**src/rtl/layer_scheduler_pkg.sv**
```systemverilog
// Shared constants, layer indices and FSM encoding for the LeNet-5 layer sequencer.
package layer_scheduler_pkg;

    localparam int unsigned N_LAYERS   = 7;
    localparam int unsigned DATA_SIZE  = 16;
    localparam int unsigned BW_ADDR_W  = 16;
    localparam int unsigned RES_ADDR_W = 13;
    localparam int unsigned IDX_W      = 3;
    localparam int unsigned LCYC_W     = 24;
    localparam int unsigned TCYC_W     = 32;

    localparam logic [IDX_W-1:0] L_CONV1 = 3'd0;
    localparam logic [IDX_W-1:0] L_POOL1 = 3'd1;
    localparam logic [IDX_W-1:0] L_CONV2 = 3'd2;
    localparam logic [IDX_W-1:0] L_POOL2 = 3'd3;
    localparam logic [IDX_W-1:0] L_CONV3 = 3'd4;
    localparam logic [IDX_W-1:0] L_FC1   = 3'd5;
    localparam logic [IDX_W-1:0] L_FC2   = 3'd6;

    typedef enum logic [4:0] {
        S_IDLE    = 5'b00001,
        S_ENABLE  = 5'b00010,
        S_WAIT    = 5'b00100,
        S_RELEASE = 5'b01000,
        S_ERROR   = 5'b10000
    } state_e;

    // One-hot enable vector for a layer index.
    function automatic logic [N_LAYERS-1:0] layer_onehot(input logic [IDX_W-1:0] idx);
        layer_onehot = N_LAYERS'(1) << idx;
    endfunction

endpackage

```
**src/rtl/layer_scheduler_if.sv**
```systemverilog
// Layer-side handshake/BRAM request bus plus the shared BRAM port-A outputs.
interface layer_scheduler_if;
    import layer_scheduler_pkg::*;

    logic [N_LAYERS-1:0]            layer_en;
    logic [N_LAYERS-1:0]            layer_finish;
    logic [N_LAYERS-1:0]            layer_bw_ena;
    logic [N_LAYERS*BW_ADDR_W-1:0]  layer_bw_addra;
    logic [N_LAYERS-1:0]            layer_res_ena;
    logic [N_LAYERS-1:0]            layer_res_wea;
    logic [N_LAYERS*RES_ADDR_W-1:0] layer_res_addra;
    logic [N_LAYERS*DATA_SIZE-1:0]  layer_res_dina;

    logic                  bias_weights_bram_ena;
    logic [BW_ADDR_W-1:0]  bias_weights_bram_addra;
    logic                  result_bram_ena;
    logic                  result_bram_wea;
    logic [RES_ADDR_W-1:0] result_bram_addra;
    logic [DATA_SIZE-1:0]  result_bram_dina;

    modport master (
        output layer_en,
        input  layer_finish, layer_bw_ena, layer_bw_addra,
        input  layer_res_ena, layer_res_wea, layer_res_addra, layer_res_dina,
        output bias_weights_bram_ena, bias_weights_bram_addra,
        output result_bram_ena, result_bram_wea, result_bram_addra, result_bram_dina
    );

    modport slave (
        input  layer_en,
        output layer_finish, layer_bw_ena, layer_bw_addra,
        output layer_res_ena, layer_res_wea, layer_res_addra, layer_res_dina,
        input  bias_weights_bram_ena, bias_weights_bram_addra,
        input  result_bram_ena, result_bram_wea, result_bram_addra, result_bram_dina
    );

endinterface

```
**src/rtl/layer_scheduler_bram_port_mux.sv**
```systemverilog
// N-to-1 combinational mux for one BRAM port; outputs are all-zero unless the select is valid.
module bram_port_mux #(
    parameter int unsigned N      = 7,
    parameter int unsigned ADDR_W = 16,
    parameter int unsigned DATA_W = 16,
    parameter int unsigned SEL_W  = 3
) (
    input  logic [SEL_W-1:0]    sel,
    input  logic                sel_valid,
    input  logic [N-1:0]        ena_in,
    input  logic [N-1:0]        wea_in,
    input  logic [N*ADDR_W-1:0] addr_in,
    input  logic [N*DATA_W-1:0] din_in,
    output logic                ena_c,
    output logic                wea_c,
    output logic [ADDR_W-1:0]   addr_c,
    output logic [DATA_W-1:0]   din_c
);

    always_comb begin
        ena_c  = 1'b0;
        wea_c  = 1'b0;
        addr_c = '0;
        din_c  = '0;
        for (int i = 0; i < int'(N); i++) begin
            if (sel_valid && sel == SEL_W'(i)) begin
                ena_c  = ena_in[i];
                wea_c  = wea_in[i];
                addr_c = addr_in[i*ADDR_W +: ADDR_W];
                din_c  = din_in[i*DATA_W +: DATA_W];
            end
        end
    end

endmodule

```
**src/rtl/layer_scheduler.sv**
```systemverilog
// Sequences the LeNet-5 layers one at a time, muxes the shared BRAM ports to the
// active layer, and reports busy/done, cycle counts and a per-layer timeout.
module layer_scheduler
    import layer_scheduler_pkg::*;
#(
    parameter int unsigned TIMEOUT_CYCLES = 24'hFFFFFF
) (
    input  logic                 clk,
    input  logic                 rst,
    input  logic                 start,
    output logic                 busy,
    output logic                 done,
    output logic                 err,
    output logic [IDX_W-1:0]     err_layer,
    output logic [LCYC_W-1:0]    layer_cycles,
    output logic [TCYC_W-1:0]    total_cycles,
    layer_scheduler_if.master    bus
);

    state_e              state_q, state_d;
    logic [IDX_W-1:0]    idx_q, idx_d;
    logic [LCYC_W-1:0]   tcnt_q, tcnt_d;
    logic [N_LAYERS-1:0] en_d;
    logic                busy_d, done_d, err_d;
    logic [IDX_W-1:0]    err_layer_d;
    logic [LCYC_W-1:0]   layer_cycles_d;
    logic [TCYC_W-1:0]   total_d, total_inc;

    assign total_inc = (total_cycles == '1) ? total_cycles : total_cycles + TCYC_W'(1);

    always_ff @(posedge clk) begin
        if (rst) begin
            state_q      <= S_IDLE;
            idx_q        <= '0;
            tcnt_q       <= '0;
            bus.layer_en <= '0;
            busy         <= 1'b0;
            done         <= 1'b0;
            err          <= 1'b0;
            err_layer    <= '0;
            layer_cycles <= '0;
            total_cycles <= '0;
        end else begin
            state_q      <= state_d;
            idx_q        <= idx_d;
            tcnt_q       <= tcnt_d;
            bus.layer_en <= en_d;
            busy         <= busy_d;
            done         <= done_d;
            err          <= err_d;
            err_layer    <= err_layer_d;
            layer_cycles <= layer_cycles_d;
            total_cycles <= total_d;
        end
    end

    // Next-state and next-output logic; finish is checked ahead of timeout so it wins a tie.
    always_comb begin
        state_d        = state_q;
        idx_d          = idx_q;
        tcnt_d         = tcnt_q;
        en_d           = bus.layer_en;
        busy_d         = busy;
        done_d         = 1'b0;
        err_d          = err;
        err_layer_d    = err_layer;
        layer_cycles_d = layer_cycles;
        total_d        = total_cycles;
        unique case (state_q)
            S_IDLE, S_ERROR: begin
                if (start) begin
                    err_d   = 1'b0;
                    total_d = '0;
                    idx_d   = '0;
                    busy_d  = 1'b1;
                    state_d = S_ENABLE;
                end
            end
            S_ENABLE: begin
                en_d    = layer_onehot(idx_q);
                tcnt_d  = '0;
                total_d = total_inc;
                state_d = S_WAIT;
            end
            S_WAIT: begin
                tcnt_d  = tcnt_q + LCYC_W'(1);
                total_d = total_inc;
                if (bus.layer_finish[idx_q]) begin
                    en_d           = '0;
                    layer_cycles_d = tcnt_q + LCYC_W'(1);
                    state_d        = S_RELEASE;
                end else if (tcnt_q == LCYC_W'(TIMEOUT_CYCLES - 1)) begin
                    en_d        = '0;
                    err_d       = 1'b1;
                    err_layer_d = idx_q;
                    busy_d      = 1'b0;
                    state_d     = S_ERROR;
                end
            end
            S_RELEASE: begin
                total_d = total_inc;
                if (idx_q == IDX_W'(N_LAYERS - 1)) begin
                    done_d  = 1'b1;
                    busy_d  = 1'b0;
                    state_d = S_IDLE;
                end else begin
                    idx_d   = idx_q + IDX_W'(1);
                    state_d = S_ENABLE;
                end
            end
            default: state_d = S_IDLE;
        endcase
    end

    logic                 sel_valid;
    logic                 bw_wea_unused;
    logic [DATA_SIZE-1:0] bw_din_unused;

    assign sel_valid = |bus.layer_en;

    bram_port_mux #(
        .N(N_LAYERS), .ADDR_W(BW_ADDR_W), .DATA_W(DATA_SIZE), .SEL_W(IDX_W)
    ) u_bw_mux (
        .sel       (idx_q),
        .sel_valid (sel_valid),
        .ena_in    (bus.layer_bw_ena),
        .wea_in    ('0),
        .addr_in   (bus.layer_bw_addra),
        .din_in    ('0),
        .ena_c     (bus.bias_weights_bram_ena),
        .wea_c     (bw_wea_unused),
        .addr_c    (bus.bias_weights_bram_addra),
        .din_c     (bw_din_unused)
    );

    bram_port_mux #(
        .N(N_LAYERS), .ADDR_W(RES_ADDR_W), .DATA_W(DATA_SIZE), .SEL_W(IDX_W)
    ) u_res_mux (
        .sel       (idx_q),
        .sel_valid (sel_valid),
        .ena_in    (bus.layer_res_ena),
        .wea_in    (bus.layer_res_wea),
        .addr_in   (bus.layer_res_addra),
        .din_in    (bus.layer_res_dina),
        .ena_c     (bus.result_bram_ena),
        .wea_c     (bus.result_bram_wea),
        .addr_c    (bus.result_bram_addra),
        .din_c     (bus.result_bram_dina)
    );

endmodule

```
**src/flat_wrapper.sv**
```systemverilog
// flat-port wrapper written by rule: the top's interface ports become plain ports
module layer_scheduler_flat import layer_scheduler_pkg::*;
#(
    parameter int unsigned TIMEOUT_CYCLES = 24'hFFFFFF
)
  (clk, rst, start, busy, done, err, err_layer, layer_cycles, total_cycles, bus_layer_en, bus_layer_finish, bus_layer_bw_ena, bus_layer_bw_addra, bus_layer_res_ena, bus_layer_res_wea, bus_layer_res_addra, bus_layer_res_dina, bus_bias_weights_bram_ena, bus_bias_weights_bram_addra, bus_result_bram_ena, bus_result_bram_wea, bus_result_bram_addra, bus_result_bram_dina);
  layer_scheduler_if bus_i ();
  input  logic clk;
  input  logic rst;
  input  logic start;
  output logic busy;
  output logic done;
  output logic err;
  output logic [IDX_W-1:0] err_layer;
  output logic [LCYC_W-1:0] layer_cycles;
  output logic [TCYC_W-1:0] total_cycles;
  output wire logic [$bits(bus_i.layer_en)-1:0] bus_layer_en;
  input wire logic [$bits(bus_i.layer_finish)-1:0] bus_layer_finish;
  input wire logic [$bits(bus_i.layer_bw_ena)-1:0] bus_layer_bw_ena;
  input wire logic [$bits(bus_i.layer_bw_addra)-1:0] bus_layer_bw_addra;
  input wire logic [$bits(bus_i.layer_res_ena)-1:0] bus_layer_res_ena;
  input wire logic [$bits(bus_i.layer_res_wea)-1:0] bus_layer_res_wea;
  input wire logic [$bits(bus_i.layer_res_addra)-1:0] bus_layer_res_addra;
  input wire logic [$bits(bus_i.layer_res_dina)-1:0] bus_layer_res_dina;
  output wire logic [$bits(bus_i.bias_weights_bram_ena)-1:0] bus_bias_weights_bram_ena;
  output wire logic [$bits(bus_i.bias_weights_bram_addra)-1:0] bus_bias_weights_bram_addra;
  output wire logic [$bits(bus_i.result_bram_ena)-1:0] bus_result_bram_ena;
  output wire logic [$bits(bus_i.result_bram_wea)-1:0] bus_result_bram_wea;
  output wire logic [$bits(bus_i.result_bram_addra)-1:0] bus_result_bram_addra;
  output wire logic [$bits(bus_i.result_bram_dina)-1:0] bus_result_bram_dina;
  assign bus_layer_en = bus_i.layer_en;
  assign bus_i.layer_finish = bus_layer_finish;
  assign bus_i.layer_bw_ena = bus_layer_bw_ena;
  assign bus_i.layer_bw_addra = bus_layer_bw_addra;
  assign bus_i.layer_res_ena = bus_layer_res_ena;
  assign bus_i.layer_res_wea = bus_layer_res_wea;
  assign bus_i.layer_res_addra = bus_layer_res_addra;
  assign bus_i.layer_res_dina = bus_layer_res_dina;
  assign bus_bias_weights_bram_ena = bus_i.bias_weights_bram_ena;
  assign bus_bias_weights_bram_addra = bus_i.bias_weights_bram_addra;
  assign bus_result_bram_ena = bus_i.result_bram_ena;
  assign bus_result_bram_wea = bus_i.result_bram_wea;
  assign bus_result_bram_addra = bus_i.result_bram_addra;
  assign bus_result_bram_dina = bus_i.result_bram_dina;
  layer_scheduler #(.TIMEOUT_CYCLES(TIMEOUT_CYCLES)) u_core (.clk(clk), .rst(rst), .start(start), .busy(busy), .done(done), .err(err), .err_layer(err_layer), .layer_cycles(layer_cycles), .total_cycles(total_cycles), .bus(bus_i));
endmodule
```
**config.mk**
```make
export PLATFORM = sky130hd
export DESIGN_NAME = layer_scheduler_flat
export DESIGN_NICKNAME = d
export VERILOG_FILES = /design/src/rtl/layer_scheduler_pkg.sv /design/src/rtl/layer_scheduler_if.sv /design/src/rtl/layer_scheduler_bram_port_mux.sv /design/src/rtl/layer_scheduler.sv /design/src/flat_wrapper.sv
export SDC_FILE = /design/constraint.sdc
export NUM_CORES = 1
export LEC_CHECK = 0
export ABC_AREA = 1
export CORE_AREA = 3 3 179 181
export DETAILED_ROUTE_END_ITERATION = 10
export DIE_AREA = 0 0 182 184
export PLACE_DENSITY = 0.66
export SYNTH_ARGS = -nofsm -noshare
export SYNTH_HDL_FRONTEND = slang
export SYNTH_SLANG_ARGS = --single-unit
```
**constraint.sdc**
```tcl
create_clock -name clk -period 3.4 [get_ports clk]
set_input_delay 0.68 -clock clk [delete_from_list [all_inputs] [get_ports clk]]
set_output_delay 0.68 -clock clk [all_outputs]
set_load 0.005 [all_outputs]
```
==> flow_summary.ini, run 1 <==
[timing]
clock-skew-final_ps = 10.7
worst_pin_slew_ps = 797
fmax_mhz = 299
min_period_ps = 3350
rsz0062_at_grt = true
slew_headroom_pct = 46.9
fin_crit_sh_pct = 98.5
setup-tns-final_ps = 0
report.final.slew_viol_count = 0
setup_violations = 0
hold_viol = 0
fin_ws_ps = 52.1

[floorplanning]
initial_core_util_pct = 32.1
pin_count = 463
core_um2 = 30600
rows = 64
die_y_um = 184
dieArea_um2 = 33500
die_w_um = 182

[run]
max-cap-violations = 0

[worst_setup_path]
rr_startpoint = u_core.state_q[1]$_SDFFE_PP0P_
worstSetupPathType = reg2out
ff2ff_setup_slack_ps = 1010
cp.required_ps = 2720
cp_slowest_cell = clkdlybuf4s50_1
worstPathCellList = inv_4, ha_2, inv_1, nor2_4, buf_4, clkbuf_16, nand3_1, nand2_1, nand2_1, nand3_4, nand3_1, nand2_1, nand2_1, nand2_1, clkdlybuf4s50_1
r2r-end = u_core.total_cycles[24]$_SDFFE_PP0P_
crit_top_cell = nand2_1
endpoint_kind = output port
start_kind = register
worst-path-buf-inv = 5
reg2regPathDepth = 11
path_max_fanout = 5
path_delay_family = buffers and inverters
worstPathArrival_ps = 2670
slowest_delay_ps = 490

[global_route]
gr-total-overflow = 0
antenna_found_initial = 12
grt_max_degree = 68
gr-usage-met2_pct = 46.3
gr-usage-all-layers_pct = 26.5
grt_pass1_wl_um = 70700
grt_pass1_vias = 12500
grt_use_met3_pct = 5.28
grt.busiest_layer = met2
met1_usage_pct = 32.9

[placed_design]
numPlacedInstances = 2627
preCtsSetupSlack_ps = 75.0
dpl.hpwl_um = 36900
place_congestion = 0.924
portBuffers = 462

[clocking]
cts_htree_levels = 3
cts_tree = done
cts_hold_buf = 0
insertion_delay_ps = 350
clkSinkCount = 101
cts_buffers = 9
clock_path_buffers = 2
clkTransAtPathRegs_ps = 80
cts-root-buf = clkbuf_16

[route]
drtAntennaViolNets = 0
vias = 13400
drt_iter0_markers = 938
vias_per_cell = 5.02
drc = 0
wl_per_cell_um = 18.2
first_pass_iters = 8
drt-total-wl_um = 48500

[synthesis]
yosys_most_used_dff = dfxtp_1
synth_top_cell_area_share_pct = 21.6
synth_seq_cells = 101
synth_seq_area_share_pct = 20.6
yosysWarnings = 0
synth_cells = 1846
yosysUniqueCellTypes = 38
yosys-top-cells-count = 564 x nand2_1, 349 x nand3_1, 217 x inv_1, 174 x nor2_1, 101 x dfxtp_1
synthArstFlopShare_pct = 0
synth_top_cell_by_area = nand2_1
syn_nets = 2200
synth.area.top_cells = nand2_1 22%, dfxtp_1 21%, nand3_1 18%
synth-edff-count = 0
synth_most_common_cell = nand2_1
netlist_area_um2 = 9820
syn_area_per_cell_um2 = 5.32

[pwr]
p_leak_nw = 7.37
power.density_nw_per_um2 = 524
power.total_mw = 8.28
peakVddDrop_mv = 0.317

[layout]
nets = 2616
post-route-util_pct = 51.7
n_fill_cell = 3162
instances_no_fill = 2669
drive_gt1_share_pct = 9.35
multi_input_area_um2 = 6630
syn2layout_area_growth_pct = 61.1
ff_latch_area_um2 = 2030

[run_status]
status = finished, final reports clean

[hold_path]
hold_path_class = reg2reg
min-delay-start = u_core.bus.layer_en[0]$_SDFFE_PP0P_
hold_end = u_core.bus.layer_en[0]$_SDFFE_PP0P_
hold_depth = 2
logic make-up (layout without fill, tap and decap cells):
family / after synthesis / after routing / share of synthesized area [%]
xor gates and xnor gates: 19 / 19 / 1.69
buffers and inverters: 342 / 763 / 13.9
AOI/OAI and AO/OA: 172 / 172 / 9.31
adders and majority gates: 8 / 8 / 1.02
and+or+nand+nor: 1204 / 1204 / 53.5
DFF: 101 / 101 / 20.6
other: 0 / 6 / 0
layer usage:
| metal | routed length [µm] | vias up |
|---|---|---|
| li1 | - | 6680 |
| met1 | 20000 | 6115 |
| met2 | 23600 | 528 |
| met3 | 3560 | 74 |
| met4 | 1180 | 12 |
| met5 | 82 | - |
sequential cells by signal, summed over array words and instances, names as in the netlist:
name	flops
u_core.total_cycles	32
u_core.layer_cycles	24
u_core.tcnt_q	24
u_core.bus.layer_en	7
u_core.state_q	5
u_core.err_layer	3
u_core.idx_q	3
u_core.busy	1
u_core.done	1
u_core.err	1
stage by stage:
| step | instance area, µm² | hold slack [ps] |
|---|---|---|
| after floorplan | 9820 | 440 |
| after global placement | 14900 | 448 |
| after detailed placement | 14900 | 456 |
| after CTS | 15400 | 467 |
| after global routing | 15800 | 491 |
| final | 15800 | 465 |
repair_timing:
item	in CTS	in global routing
gates resized for setup	23	71
gates cloned	4	4
setup endpoints to repair	43	45
setup buffers	1	11
pin swaps	1	12
cell type report:
class / count / share of cell area [%]
diodes: 6 / 0.0949
flip-flops and latches: 101 / 12.8
well taps: 396 / 3.13
clock buffers: 10 / 1.45
inverters: 227 / 5.45
multi-input cells: 1403 / 41.9
clock inverters: 6 / 0.395
repair buffers: 520 / 34.7
how the worst max path moves through the flow:
stage,start,to,slack (ps),cells after the start
2_1_floorplan,u_core.idx_q[0]$_SDFFE_PP0P_,bus_result_bram_dina[2],1040,13
3_3_place_gp,bus_layer_res_addra[1],bus_result_bram_addra[1],140,12
3_5_place_dp,u_core.idx_q[1]$_SDFFE_PP0P_,bus_result_bram_dina[12],80,15
4_1_cts,u_core.idx_q[1]$_SDFFE_PP0P_,bus_result_bram_dina[12],-20,15
5_1_grt,u_core.idx_q[1]$_SDFFE_PP0P_,bus_result_bram_addra[0],-70,15
6_report,u_core.idx_q[0]$_SDFFE_PP0P_,bus_result_bram_addra[2],50,15
cells in the final DEF, fill, tap and decap left out, types with 10 or more instances in the layout:
cell	count
nand4_1	15
buf_4	29
clkdlybuf4s50_1	427
nor3_1	22
o21ai_0	73
nand2_1	546
inv_2	10
nand2_2	24
dlymetal6s2s_1	31
a21oi_1	75
nand3_2	13
dfxtp_1	98
nand3_1	336
buf_12	14
inv_1	214
clkbuf_16	13
nor2_1	168
xor2_1	13
or2_2	55
power by group:
group | switching (mW) | total (mW) | internal, mW
clock | 0.508 | 1.03 | 0.519
sequential | 0.0718 | 1.31 | 1.24
combinational | 3.37 | 5.94 | 2.57
worst register-to-register path: stages (launching register included):
cell     delay [ps]
dfxtp_1         330
nor2_1          170
nand4_2         220
nand2_1         270
inv_2           240
nand2_1         200
nand2_2         180
inv_2           360
nand2_1         120
nand2_1          80
nand2_1          40
nor2_1          110
Note: power is estimated with default switching activity, not from simulation.
==> run 2: changes to the inputs <==
--- a/config.mk
+++ b/config.mk
@@ -7,9 +7,11 @@
 export LEC_CHECK = 0
 export ABC_AREA = 1
 export CORE_AREA = 3 3 179 181
+export CTS_CLUSTER_SIZE = 8
 export DETAILED_ROUTE_END_ITERATION = 10
 export DIE_AREA = 0 0 182 184
 export PLACE_DENSITY = 0.66
+export SKIP_CTS_REPAIR_TIMING = 1
 export SYNTH_ARGS = -nofsm -noshare
 export SYNTH_HDL_FRONTEND = slang
 export SYNTH_SLANG_ARGS = --single-unit
==> run 2 against run 1 <==
Register-to-register slack about the same. Cell area stayed put. Die area unchanged. Utilization unchanged. Sequential share of layout area about the same. Combinational power about the same. First-iteration DRC count increased by 8.8%. Critical endpoint is now bus_bias_weights_bram_addra[13].
==> flow_summary.ini, run 2 (synthesis gave the netlist of run 1 again) <==
[timing]
fmax_mhz = 301
worst_pin_slew_ps = 790
setup_violations = 0
setup-tns-final_ps = 0
report.final.slew_viol_count = 0
min_period_ps = 3320
rsz0062_at_grt = true
hold_viol = 0
fin_crit_sh_pct = 97.7
clock-skew-final_ps = 11.9
slew_headroom_pct = 47.3

[global_route]
gr-usage-all-layers_pct = 26.1
grt_pass1_wl_um = 69800
antenna_found_initial = 13
grt_max_degree = 68
gr-total-overflow = 0
met1_usage_pct = 32.7
gr-usage-met2_pct = 45.2
grt_pass1_vias = 12300
grt_use_met3_pct = 5.16
grt.busiest_layer = met2

[layout]
final_common_cell = nand2_1
n_fill_cell = 3167
syn2layout_area_growth_pct = 61.1
nets = 2615
largestRegisters = u_core.total_cycles (32), u_core.layer_cycles (24), u_core.tcnt_q (24)
post-route-util_pct = 51.7
drive_gt1_share_pct = 9.18
regMostFlops = u_core.total_cycles
layout_common_cells = 548 x nand2_1, 441 x clkdlybuf4s50_1, 340 x nand3_1
largest_reg_flops = 32

[worst_setup_path]
worstPathCellList = inv_4, ha_4, inv_2, nor2_4, buf_6, buf_6, nor2_2, nand3_1, nand2_1, nand2_1, nand3_1, nand3_1, nand2_1, nand2_1, nand2_1, clkdlybuf4s50_1
worst-path-buf-inv = 5
rr_startpoint = u_core.state_q[0]$_SDFFE_PP1P_
cp_slowest_cell = clkdlybuf4s50_1
ff2ff_setup_slack_ps = 1000
r2r-end = u_core.total_cycles[24]$_SDFFE_PP0P_
worstSetupPathType = reg2out
path_delay_family = buffers and inverters
slowest_delay_ps = 510
endpoint_kind = output port
cp.required_ps = 2720
reg2regPathDepth = 11
start_kind = register
crit_top_cell = nand2_1
worstPathArrival_ps = 2640
path_max_fanout = 11

[clocking]
cts_tree = done
cts-root-buf = clkbuf_16
cts_htree_levels = 3
clock_path_buffers = 2
clkTransAtPathRegs_ps = 80
cts_buffers = 9
insertion_delay_ps = 350
clkSinkCount = 101

[route]
wl_per_cell_um = 18.2
vias_per_cell = 5.02
drtAntennaViolNets = 0
drc = 0
vias = 13400
drt-total-wl_um = 48600
first_pass_iters = 5
drt_iter0_markers = 1021

[hold_path]
min-delay-start = u_core.bus.layer_en[0]$_SDFFE_PP0P_
hold_depth = 2
hold_end = u_core.bus.layer_en[0]$_SDFFE_PP0P_
hold_path_class = reg2reg

[floorplanning]
initial_core_util_pct = 32.1
rows = 64
die_y_um = 184
pin_count = 463
dieArea_um2 = 33500
die_w_um = 182
core_um2 = 30600

[pwr]
power.total_mw = 8.28
peakVddDrop_mv = 0.311
p_leak_nw = 7.16
power.density_nw_per_um2 = 523

[placed_design]
place_congestion = 0.924
portBuffers = 462
dpl.hpwl_um = 36900

[run_status]
status = finished, final reports clean

[run]
max-cap-violations = 0
[run 2: cell types whose count changed in the layout (fill, tap and decap cells not counted), moves of 3 or more]
cell | before | now
clkdlybuf4s50_1 | 427 | 441
dlymetal6s2s_1 | 31 | 20
buf_4 | 29 | 22
nand3_2 | 13 | 8
buf_12 | 14 | 18
buf_6 | 5 | 9
nand3_1 | 336 | 340
clkbuf_16 | 13 | 16
dlygate4sd2_1 | 3 | 0
[run 2: per-layer routing]
layer	share of wire (%)	wire length [µm]
met3	8.1	3950
met1	41	19900
met5	0.17	85
met2	49	23700
met4	2.0	975
[run 2: worst register-to-register path, stage by stage (launching register included)]
cell and delay [ps]:
dfxtp_1 340, nor2_1 170, nand4_2 220, nand2_1 270
inv_2 240, nand2_1 200, nand2_2 180, inv_2 360
nand2_1 120, nand2_1 80, nand2_1 40, nor2_1 110
[run 2: power breakdown]
part,internal [mW],switching [mW],total (mW)
Clock,0.519,0.507,1.03
Sequential,1.24,0.0696,1.31
Combinational,2.58,3.37,5.94
[run 2: cell type report]
class / count / area, µm² / share of cell area (%)
clock buffer: 10 / 229 / 1.45
sequential: 101 / 2030 / 12.9
antenna: 7 / 17.5 / 0.111
clock inverter: 6 / 62.6 / 0.395
tap: 396 / 495 / 3.13
timing repair buffer: 519 / 5500 / 34.8
inverter: 227 / 860 / 5.43
multi-input combinational: 1403 / 6630 / 41.9
[run 2: worst max path at each step]
stage | to | cells past startpoint | from | slack (ps)
after floorplan | bus_result_bram_dina[2] | 13 | u_core.idx_q[0]$_SDFFE_PP0P_ | 1040
after global placement | bus_result_bram_addra[1] | 12 | bus_layer_res_addra[1] | 140
after detailed placement | bus_result_bram_dina[12] | 15 | u_core.idx_q[1]$_SDFFE_PP0P_ | 80
after CTS | bus_result_bram_dina[12] | 15 | u_core.idx_q[1]$_SDFFE_PP0P_ | -320
after global routing | bus_result_bram_addra[2] | 16 | u_core.idx_q[1]$_SDFFE_PP0P_ | -60
final | bus_bias_weights_bram_addra[13] | 16 | u_core.idx_q[1]$_SDFFE_PP0P_ | 80
[run 2: stage by stage]
stage	std cells	hold slack (ps)	setup WS, ps	cell area [µm²]
global route	2669	491	-61.6	15800
global placement	2627	448	143	14900
finish	2669	463	77.4	15800
detailed placement	2627	456	75.0	14900
floorplan	1846	440	1040	9820
CTS	2643	467	-319	15200
==> RTL edit, RTL diff (config.mk and constraints of run 1) <==
Put one more register stage on the output `err_layer`, with the module's reset. The value now appears one clock later. The other outputs are not delayed to match.
--- a/src/rtl/layer_scheduler.sv
+++ b/src/rtl/layer_scheduler.sv
@@ -18,2 +18,4 @@
 );
+
+    logic [IDX_W-1:0] err_layer_s0;
 
@@ -39,3 +41,3 @@
             err          <= 1'b0;
-            err_layer    <= '0;
+            err_layer_s0 <= '0;
             layer_cycles <= '0;
@@ -50,3 +52,3 @@
             err          <= err_d;
-            err_layer    <= err_layer_d;
+            err_layer_s0 <= err_layer_d;
             layer_cycles <= layer_cycles_d;
@@ -65,3 +67,3 @@
         err_d          = err;
-        err_layer_d    = err_layer;
+        err_layer_d    = err_layer_s0;
         layer_cycles_d = layer_cycles;
@@ -150,2 +152,10 @@
 
+    always_ff @(posedge clk) begin
+        if (rst) begin
+            err_layer <= '0;
+        end else begin
+            err_layer <= err_layer_s0;
+        end
+    end
+
 endmodule
Check against the original RTL: same outputs for any inputs over 10 cycles, from zero or initial values and one cycle with rst high; that may be too few to reach the edited logic, so the function may still have changed.
==> RTL edit against run 1 <==
- sequential cell count is 3 higher
- critical endpoint is now bus_bias_weights_bram_addra[15]
- power is 7.0% lower
- setup slack better by 38 ps
- design area fell by 1.6%
- largest power group unchanged
- sequential power up 3%
- synthesized cell count fell by 5.1%
- routed wire length grew 3.8%
- synthesized area decreased by 2.2%
- hold slack lost 36 ps
- largest cell class unchanged
==> RTL edit: results (changes against run 1) <==
maximum number of pins on one net before global-route repair -> 87 (was 68)
1st-iter DRT viols -> 1,050 (was 938)
power share of the clock group -> 0.135 (was 0.124)
worst-case reg-to-reg path depth -> 10 (was 11)
vias in the first global route -> 12.1k (was 12.5k)
combinational group share of total power -> 0.690 (was 0.717)
Sw Pwr -> 0.00349 W (was 0.00395 W)
Netlist cell types -> 42 (was 38)
library cell contributing the largest single delay on the critical path -> sky130_fd_sc_hd__clkdlybuf4s50_1 (unchanged)
syn_nets -> 2,105 (was 2,200)
clk_skew -> 7.96 ps (was 10.7 ps)
Routed Wire Length -> 50,400 um (was 48,500 um)
Worst EP arrival -> 2630 ps (was 2670 ps)
half-perimeter wire length after detailed placement -> 36,900 um (about the same)
worst hold path cell count -> 2 (unchanged)
Syn. warnings -> 0 (unchanged)
Peak VDD IR -> 0.305 mV (was 0.317 mV)
most numerous cell types in the synthesized netlist -> 583 x sky130_fd_sc_hd__nand2_1, 223 x sky130_fd_sc_hd__inv_1, 200 x sky130_fd_sc_hd__nand3_1 (was 564 x sky130_fd_sc_hd__nand2_1, 349 x sky130_fd_sc_hd__nand3_1, 217 x sky130_fd_sc_hd__inv_1)
CTS Buffer Depth -> 2 (unchanged)
slew at the pin closest to its max-slew limit -> 937 ps (was 797 ps)
slowest stage delay, CP -> 500 ps
outcome -> finished, final reports clean (unchanged)
Area contributors post-synth -> sky130_fd_sc_hd__nand2_1 23%, sky130_fd_sc_hd__dfxtp_1 22%, sky130_fd_sc_hd__nand3_1 10%, sky130_fd_sc_hd__inv_1 8.7%, sky130_fd_sc_hd__o21ai_0 5.8% (was sky130_fd_sc_hd__nand2_1 22%, sky130_fd_sc_hd__dfxtp_1 21%, sky130_fd_sc_hd__nand3_1 18%, sky130_fd_sc_hd__inv_1 8.3%, sky130_fd_sc_hd__nor2_1 6.6%)
Nets -> 2,525 (was 2,616)
Post-CTS Setup Inserts -> 0 (was 1)
total track usage -> 0.272 (was 0.265)
weighted congestion at the end of routability-driven global placement -> 0.995 (was 0.924)
CTS H-tree depth -> 3 (unchanged)
CP max FO -> 12 (was 5)
number of gates resized after CTS -> 20 (was 23)
fraction of layout cells with a size suffix above 1 -> 0.0717 (was 0.0935)
number of vias after detailed routing -> 12.9k (was 13.4k)
prevailing post-synth register cell -> sky130_fd_sc_hd__dfxtp_1 (unchanged)
first-pass GRT wire length -> 71,400 um (was 70,700 um)
TritonRoute pass-1 iters -> 5 (was 8)
sequential element share of the synthesized area -> 0.217 (was 0.206)
Static Leakage -> 7.09 nW (was 7.37 nW)
## RTL edit: changes by cell type after synthesis, moves of 5 or more
| cell | before | now |
|---|---|---|
| sky130_fd_sc_hd__a21oi_1 | 75 | 91 |
| sky130_fd_sc_hd__a21oi_2 | 8 | 0 |
| sky130_fd_sc_hd__buf_1 | 12 | 3 |
| sky130_fd_sc_hd__clkbuf_1 | 56 | 50 |
| sky130_fd_sc_hd__inv_1 | 217 | 223 |
| sky130_fd_sc_hd__inv_2 | 10 | 5 |
| sky130_fd_sc_hd__nand2_1 | 564 | 583 |
| sky130_fd_sc_hd__nand3_1 | 349 | 200 |
| sky130_fd_sc_hd__nand4_1 | 15 | 59 |
| sky130_fd_sc_hd__nor2_1 | 174 | 103 |
| sky130_fd_sc_hd__o21ai_0 | 73 | 111 |
| sky130_fd_sc_hd__or2_1 | 1 | 35 |
| sky130_fd_sc_hd__or2_2 | 55 | 24 |
| sky130_fd_sc_hd__xor2_1 | 13 | 20 |
## RTL edit: final timing paths
path                           from                               to  slack [ps]
min reg2reg  u_core.err_layer_s0[1]              u_core.err_layer[1]         430
min          u_core.err_layer_s0[1]              u_core.err_layer[1]         430
max                 u_core.idx_q[0]  bus_bias_weights_bram_addra[15]          90
max reg2reg       u_core.state_q[4]           u_core.total_cycles[1]         910
## RTL edit: worst max-delay path, delay by kind of cell, from the launching register on
kind / cells / cell delay [ps]
flops: 1 / 390
fa+ha+maj: 1 / 150
buf+inv: 4 / 820
simple gates: 9 / 910
## RTL edit: cell families (layout without fill, tap and decap cells)
| group | after synthesis | count (layout) | synth area share |
|---|---|---|---|
| simple gates | 1057 | 1057 | 0.488 |
| buf+inv | 336 | 761 | 0.143 |
| compound gates | 221 | 221 | 0.119 |
| flops | 104 | 104 | 0.217 |
| xor+xnor | 25 | 25 | 0.0228 |
| fa+ha+maj | 8 | 8 | 0.0104 |
| other cells | 0 | 10 | 0 |
## RTL edit: metal layers
| metal | track usage | up-vias | wire, um |
|---|---|---|---|
| met5 | 0 | - | 27 |
| met4 | 0.0838 | 4 | 1360 |
| met3 | 0.0877 | 79 | 5490 |
| met2 | 0.436 | 586 | 22900 |
| met1 | 0.348 | 5805 | 20600 |
| li1 | - | 6405 | - |
## RTL edit: stage by stage
stage	instances	setup slack, ps	total power, W	hold slack, ps	cell area, um2
after floorplan	1751	1070	0.00375	403	9600
after global placement	2529	240	0.00593	429	14600
after detailed placement	2529	225	0.00593	415	14600
after CTS	2548	-50.9	0.00728	434	15000
after global routing	2580	-60.3	0.00835	448	15600
final	2582	90.4	0.00770	429	15600
## RTL edit: cell type report
class                   count  area (um2)
well taps                 396         495
fillers                  3150       15000
repair buffers            516        5510
diodes                     10        25.0
flip-flops and latches    104        2090
clock inverters             4        26.3
clock buffers              12         267
multi-input cells        1311        6280
inverters                 229         881
